File: config.mk
export PLATFORM = sky130hd
export DESIGN_NAME = icache_axi_rd_bridge
export DESIGN_NICKNAME = d
export VERILOG_FILES = /design/src/rtl/icache_axi_rd_bridge.sv
export SDC_FILE = /design/constraint.sdc
export NUM_CORES = 1
export LEC_CHECK = 0
export CORE_ASPECT_RATIO = 0.5
export CORE_MARGIN = 10
export CORE_UTILIZATION = 43
export CTS_BUF_LIST = sky130_fd_sc_hd__clkbuf_8
export DETAILED_ROUTE_END_ITERATION = 6
export HOLD_SLACK_MARGIN = 0.08
export PLACE_DENSITY_LB_ADDON = 0.1
export REMOVE_ABC_BUFFERS = 1
export SLEW_MARGIN = 20
export SYNTH_ARGS = -nofsm -noshare
export SYNTH_HDL_FRONTEND = slang
export SYNTH_SLANG_ARGS = --single-unit
File: constraint.sdc
create_clock -name clk -period 2.6 [get_ports clk]
set_input_delay 0.78 -clock clk [delete_from_list [all_inputs] [get_ports clk]]
set_output_delay 0.78 -clock clk [all_outputs]
set_load 0.01 [all_outputs]
File: src/rtl/icache_axi_rd_bridge.sv
// icache_axi_rd_bridge: I-cache line/word fetch to AXI4 INCR read bridge, one request outstanding. Rev 1.0
// Optional watchdog enabled by defining ICACHE_RD_TIMEOUT_EN.
`default_nettype none

module icache_axi_rd_bridge #(
  parameter logic [3:0] AXI_ID  = 4'h0,
  parameter int         TIMEOUT = 256
) (
  input  logic        clk,
  input  logic        rstn,
  // cache side
  input  logic        i_arvalid,
  output logic        i_arready,
  input  logic [31:0] i_araddr,
  input  logic        i_uncache,
  output logic        i_rvalid,
  input  logic        i_rready,
  output logic [31:0] i_rdata,
  output logic        i_rlast,
  output logic        i_rerr,
  // AXI side
  output logic [3:0]  arid,
  output logic [31:0] araddr,
  output logic [7:0]  arlen,
  output logic [2:0]  arsize,
  output logic [1:0]  arburst,
  output logic        arvalid,
  input  logic        arready,
  input  logic [31:0] rdata,
  input  logic [1:0]  rresp,
  input  logic        rlast,
  input  logic        rvalid,
  output logic        rready
);

  typedef enum logic [1:0] {
    IDLE  = 2'd0,
    AR    = 2'd1,
    RD    = 2'd2,
    DRAIN = 2'd3
  } state_t;

  state_t     state;
  logic       uncached;
  logic [1:0] cnt;

  logic ar_hs;
  logic r_hs;
  logic out_hs;
  logic final_beat;
  logic beat_err;

  if (TIMEOUT < 2) begin : g_timeout_chk
    $error("TIMEOUT must be at least 2");
  end

  assign arid    = AXI_ID;
  assign arsize  = 3'b010;
  assign arburst = 2'b01;

  assign i_arready = (state == IDLE);
  assign rready    = ((state == RD) && (!i_rvalid || i_rready)) || (state == DRAIN);

  assign ar_hs      = arvalid && arready;
  assign r_hs       = rvalid && rready;
  assign out_hs     = i_rvalid && i_rready;
  assign final_beat = uncached || (cnt == 2'd3);
  // AXI rlast is only cross-checked; the beat count alone decides i_rlast.
  assign beat_err   = (rresp != 2'b00) || (rlast != final_beat);

`ifdef ICACHE_RD_TIMEOUT_EN
  localparam int WDW = $clog2(TIMEOUT + 1);
  logic [WDW-1:0] wd;
  logic           abandon;
  logic           waiting;

  // After the final beat is loaded, only the cache can stall us, not the slave.
  assign waiting = (state == AR) || ((state == RD) && !(i_rvalid && i_rlast));
`endif

  always_ff @(posedge clk or negedge rstn) begin
    if (!rstn) begin
      state    <= IDLE;
      uncached <= 1'b0;
      cnt      <= 2'd0;
      arvalid  <= 1'b0;
      araddr   <= 32'd0;
      arlen    <= 8'd0;
      i_rvalid <= 1'b0;
      i_rdata  <= 32'd0;
      i_rlast  <= 1'b0;
      i_rerr   <= 1'b0;
`ifdef ICACHE_RD_TIMEOUT_EN
      wd       <= '0;
      abandon  <= 1'b0;
`endif
    end else begin
      if (out_hs) begin
        i_rvalid <= 1'b0;
      end

      case (state)
        IDLE: begin
          if (i_arvalid) begin
            uncached <= i_uncache;
            araddr   <= i_araddr & (i_uncache ? 32'hFFFF_FFFC : 32'hFFFF_FFF0);
            arlen    <= i_uncache ? 8'd0 : 8'd3;
            arvalid  <= 1'b1;
            cnt      <= 2'd0;
            state    <= AR;
          end
        end
        AR: begin
          if (ar_hs) begin
            arvalid <= 1'b0;
            state   <= RD;
          end
        end
        RD: begin
          if (r_hs) begin
            i_rdata  <= rdata;
            i_rvalid <= 1'b1;
            i_rlast  <= final_beat;
            i_rerr   <= beat_err;
            cnt      <= cnt + 2'd1;
            if (final_beat && !rlast) begin
              state <= DRAIN;
            end
          end else if (out_hs && i_rlast) begin
            state <= IDLE;
          end
        end
        DRAIN: begin
`ifdef ICACHE_RD_TIMEOUT_EN
          if (abandon) begin
            // No AR was ever accepted, so no R beats will come to drain.
            if (out_hs) begin
              abandon <= 1'b0;
              state   <= IDLE;
            end
          end else if (r_hs && rlast) begin
            state <= IDLE;
          end
`else
          if (r_hs && rlast) begin
            state <= IDLE;
          end
`endif
        end
        default: state <= IDLE;
      endcase

`ifdef ICACHE_RD_TIMEOUT_EN
      if (waiting) begin
        if (ar_hs || r_hs) begin
          wd <= '0;
        end else if (wd == WDW'(TIMEOUT - 1)) begin
          if (!i_rvalid || i_rready) begin
            wd       <= '0;
            i_rdata  <= 32'd0;
            i_rvalid <= 1'b1;
            i_rlast  <= 1'b1;
            i_rerr   <= 1'b1;
            arvalid  <= 1'b0;
            abandon  <= (state == AR);
            state    <= DRAIN;
          end
        end else begin
          wd <= wd + WDW'(1);
        end
      end else begin
        wd <= '0;
      end
`endif
    end
  end

endmodule

`default_nettype wire

==> Yosys cells after proc, flatten, opt, wreduce, memory -nomap -nowiden <==
Index checks and enable logic that the tools add are counted.
{ "totals": {"elab_cells": 63, "regBits": 81, "output_inout_bits": 87, "in_bits": 74} }
{ "op_classes": {"addsub": 1, "n_eq_ne": 11, "n_reduce_logical": 22, "muxes": 18, "bitwise_logic": 1} }
{ "ops": {"columns": ["cell", "n"], "rows": [
  ["$and 32x32->32", 1],
  ["$mux 2", 9],
  ["$pmux 2 s4", 1],
  ["$logic_and 1x1->1", 7],
  ["$eq 2x2->1 const B", 3],
  ["$ne 2x2->1 const B", 3],
  ["$ne 3x2->1 const B", 2],
  ["$reduce_and 3->1", 2],
  ["$reduce_bool 2->1", 3],
  ["$mux 1", 5],
  ["$reduce_and 5->1", 1],
  ["$logic_or 1x1->1", 4],
  ["$mux 4", 1],
  ["$pmux 2 s2", 1],
  ["$reduce_and 2->1", 2],
  ["$add 2x1->2 const B", 1],
  ["$eq 2x1->1 const B", 1],
  ["$logic_not 1->1", 2],
  ["$logic_not 2->1", 1],
  ["$ne 2x1->1 const B", 1],
  ["$pmux 1 s2", 1],
  ["$ne 1x1->1", 1]
]} }

==> Depth between registers and ports, before layout <==
{ "depth": {"word_depth": 8, "mapped_depth": 5, "ltp_nobuf": 5} }

==> Worst setup path before layout <==
Ideal clock, no wire load.
{ "synth_timing": {"path_kind": "in2out", "start": "input port i_rready", "end": "output port rready", "setup_slack_ns": 0.733, "required_time_ns": 1.820, "path_stages": 3, "t_arrival_ns": 1.087, "path_buffers": 0, "cell_sequence": "nand2b_4 nor2_1 nor2_1"} }
{ "synth_via": {"elab_chain_cells": 3} }
{ "synth_lines": {"columns": ["item", "line_no", "rtl"], "rows": [
  ["start, declared", "17", "input logic i_rready,"],
  ["$logic_or 1x1->1", "62", "assign rready = ((state == RD) && (!i_rvalid || i_rready)) || (state == DRAIN);"],
  ["$logic_and 1x1->1", "62", null],
  ["$logic_or 1x1->1", "62", null],
  ["end, declared", "33", "output logic rready"]
]} }
No other way between the ends.

==> Worst setup path after layout <==
Ends and elaborated chain as after synthesis.

==> impl_summary.log <==
[metrics] antenna viol nets, final: 0
[metrics] post-route fraction of the period consumed by the critical path: 0.979
[metrics] first-pass GRT wire length: 12.4 mm
[metrics] pre-CTS setup slack: -0.247 ns
[metrics] Row Count: 21
[metrics] crit path kind: in2out
[metrics] cell taking the most area after synthesis: dfrtp_1
[metrics] Synth area leaders: dfrtp_1, nand2_1, mux2_1
[metrics] pwr/cell area: 1140 mW/mm²
[metrics] Inserted Diodes: 0
[metrics] proportion of synthesized chip area in sequential cells: 0.602
[metrics] cts bufs inserted: 9
[metrics] count of unresolved DRC violations after routing: 0
[metrics] final weighted congestion in routability-driven placement: 0.775
[metrics] Post-Route Skew: roughly 0.0043 ns
[metrics] Leakage Power: between 2 and 2.5 nW
[metrics] ratio of cells with drive above 1 in the final layout: 0.0857
[metrics] max-cap violations: 0
[metrics] post-detail-place hpwl: approximately 6.2 mm
[metrics] Die Footprint: roughly 0.011 mm²
[metrics] number of global-route vias before repair: between 2000 and 2500
[metrics] CTS max path bufs: 2
[metrics] clock-pin slew of the registers on the worst-case setup and hold paths: 0.07 ns
[metrics] post-place instance area: around 0.0045 mm²
[metrics] relative slew slack: 0.660
[metrics] maximum operating frequency: 393 MHz
[metrics] final instance count without filler cells: about 500
[metrics] minimum period implied by the final worst setup slack: about 2.5 ns
[metrics] count of nets after finishing: roughly 490
[metrics] Syn. warnings: 0
[metrics] CTS sink count: 72
[metrics] number of cells in the design after placement: 496
[metrics] max-slew violation count: 0
[metrics] count of distinct cell types in the synthesized netlist: 23
[metrics] WL/cell: 15.5 µm
[metrics] Max Fanout on Critical Path: 2
[metrics] total iterations of the first detailed-routing run: 4
[metrics] standard cell core area: 0.00673 mm²
[metrics] cell count after synthesis: 269
[metrics] TritonCTS clock tree: built
[metrics] remaining global-route overflow: 0
[metrics] final count of hold timing violations: 0
[metrics] antenna violations before repair: 0
[metrics] result of the run: finished clean
[metrics] count of state elements after synthesis: 72
[metrics] Synth top area share: 0.602
[metrics] fill count: 498
[metrics] initial DRC count: 110
[metrics] netlist area before placement: ~0.003 mm²
[metrics] setup total negative slack: 0 ns
[metrics] worst IR drop on VDD: 0.653 mV
[metrics] root buffer cell: clkbuf_8
[metrics] class of the most critical hold timing path: in2async
[metrics] Port-buffer cells: 141
[metrics] CP arrival: 1.77 ns
[metrics] clock insertion delay at the later pin of the skew report: 0.35 ns
[metrics] Synth-to-Final Area Change: 56.6%
[metrics] pin count of the biggest net entering global routing: between 50 and 60
[metrics] number of H-tree levels: 3
[metrics] Hold Worst Slack: 0.392 ns
[metrics] number of top-level design ports: 161
[metrics] critical path data required time: approximately 1.8 ns
[metrics] core utilization of the finished layout: 0.696
[metrics] total power: 5.34 mW
[metrics] effective utilization at floorplan: 0.445
[metrics] number of setup violations in the final report: 0
[metrics] Vias per Instance: between 4 and 5
[metrics] total global-route track usage: 0.145
[metrics] element type at the critical path end: output port
[metrics] final cell area excluding filler cells: 0.00468 mm²
[metrics] Die Wd: about 140 µm
[metrics] minimum setup slack in the final design: 0.0535 ns
[metrics] Die Span Y: 79.0 µm
[metrics] number of vias after detailed routing: about 2300
[metrics] Routed Wire Length: 7.95 mm
[metrics] Syn Area/Cell: 11.1 µm²
[metrics] unrepaired setup endpoints after global routing: false
[metrics] transition time at the pin with the least slew margin: 0.510 ns
[metrics] kind of launch point of the worst setup path: input pin
power breakdown:
part | leakage (nW) | switching (mW) | internal, mW
clock | 0.114 | 0.403 | 0.533
sequential | 0.872 | 0.304 | 1.66
combinational | 1.18 | 1.02 | 1.42
total | 2.17 | 1.73 | 3.61
cell usage in the layout (no fill, tap or decap), drive strengths merged, types with 3 or more instances in the layout:
cell	synthesis	routed
conb	2	17
buf	25	10
dfrtp	72	72
nand2	99	99
mux2	34	34
clkdlybuf4s50	0	139
clkinv	0	4
nor2	5	5
nand3	3	3
inv	4	5
clkbuf	5	9
o21ai	4	4
layout make-up:
| cell class | count | area (µm²) | share of cell area |
|---|---|---|---|
| multi-input combinational | 178 | 1030 | 0.220 |
| clock buffer | 9 | 124 | 0.0264 |
| tap | 92 | 115 | 0.0246 |
| sequential | 72 | 1800 | 0.385 |
| inverter | 4 | 15.0 | 0.00321 |
| timing repair buffer | 150 | 1510 | 0.323 |
| clock inverter | 7 | 87.6 | 0.0187 |
worst paths after layout:
path	startpoint	to	slack (ns)	depth (start not counted)
max	i_rready	rready	0.05	5
min	rstn	araddr[17]	0.39	1
max reg2reg	state[1]	i_rdata[13]	0.95	4
min reg2reg	araddr[13]	araddr[13]	0.47	2
max in group asynchronous	rstn	i_rdata[18]	1.56	2
min in group clk	araddr[13]	araddr[13]	0.47	2
cells by family after synthesis:
logic type	Yosys count	synth area share
AND/OR/NAND/NOR	116	0.162
flip-flops	72	0.602
multiplexers	36	0.135
buffers and inverters	34	0.0765
AO/OA/AOI/OAI	7	0.0138
adder cells (fa/ha/maj)	2	0.00836
other	2	0.00251
worst max-delay path: stages:
cell and delay, ns:
clkdlybuf4s50_1 0.49, nand2b_4 0.13, nor2_1 0.04, nor2_1 0.08
clkdlybuf4s15_1 0.24
flip-flops by register name, indices dropped and copies added (netlist names):
name / cells
cnt: 2
i_rerr: 1
i_rvalid: 1
arlen: 1
i_rlast: 1
state: 2
araddr: 30
i_rdata: 32
uncached: 1
arvalid: 1
per-layer routing:
layer	part of all wire	global-route usage	routed length, µm
met5	0	0	0
met2	0.49	0.250	3930
met4	0.0039	0.0404	31
met1	0.38	0.150	3030
met3	0.12	0.0779	959
timing repair:
action / 4_1_cts / 5_1_grt
resized for setup: 1 / 1
setup buffers: 0 / 0
hold buffers: 0 / 0
endpoints found under the setup margin: 1 / 1
Yosys cell counts (all sizes together):
cell type	n
mux2i	2
clkbuf	5
ha	2
nor3b	2
inv	4
dfrtp	72
or2	1
conb	2
and3	2
nand3	3
mux2	34
a2111o	1
nand4	2
a21oi	2
nand2	99
or3b	1
buf	25
nor2	5
nand2b	1
o21ai	4
(Power assumes the default switching activity.)
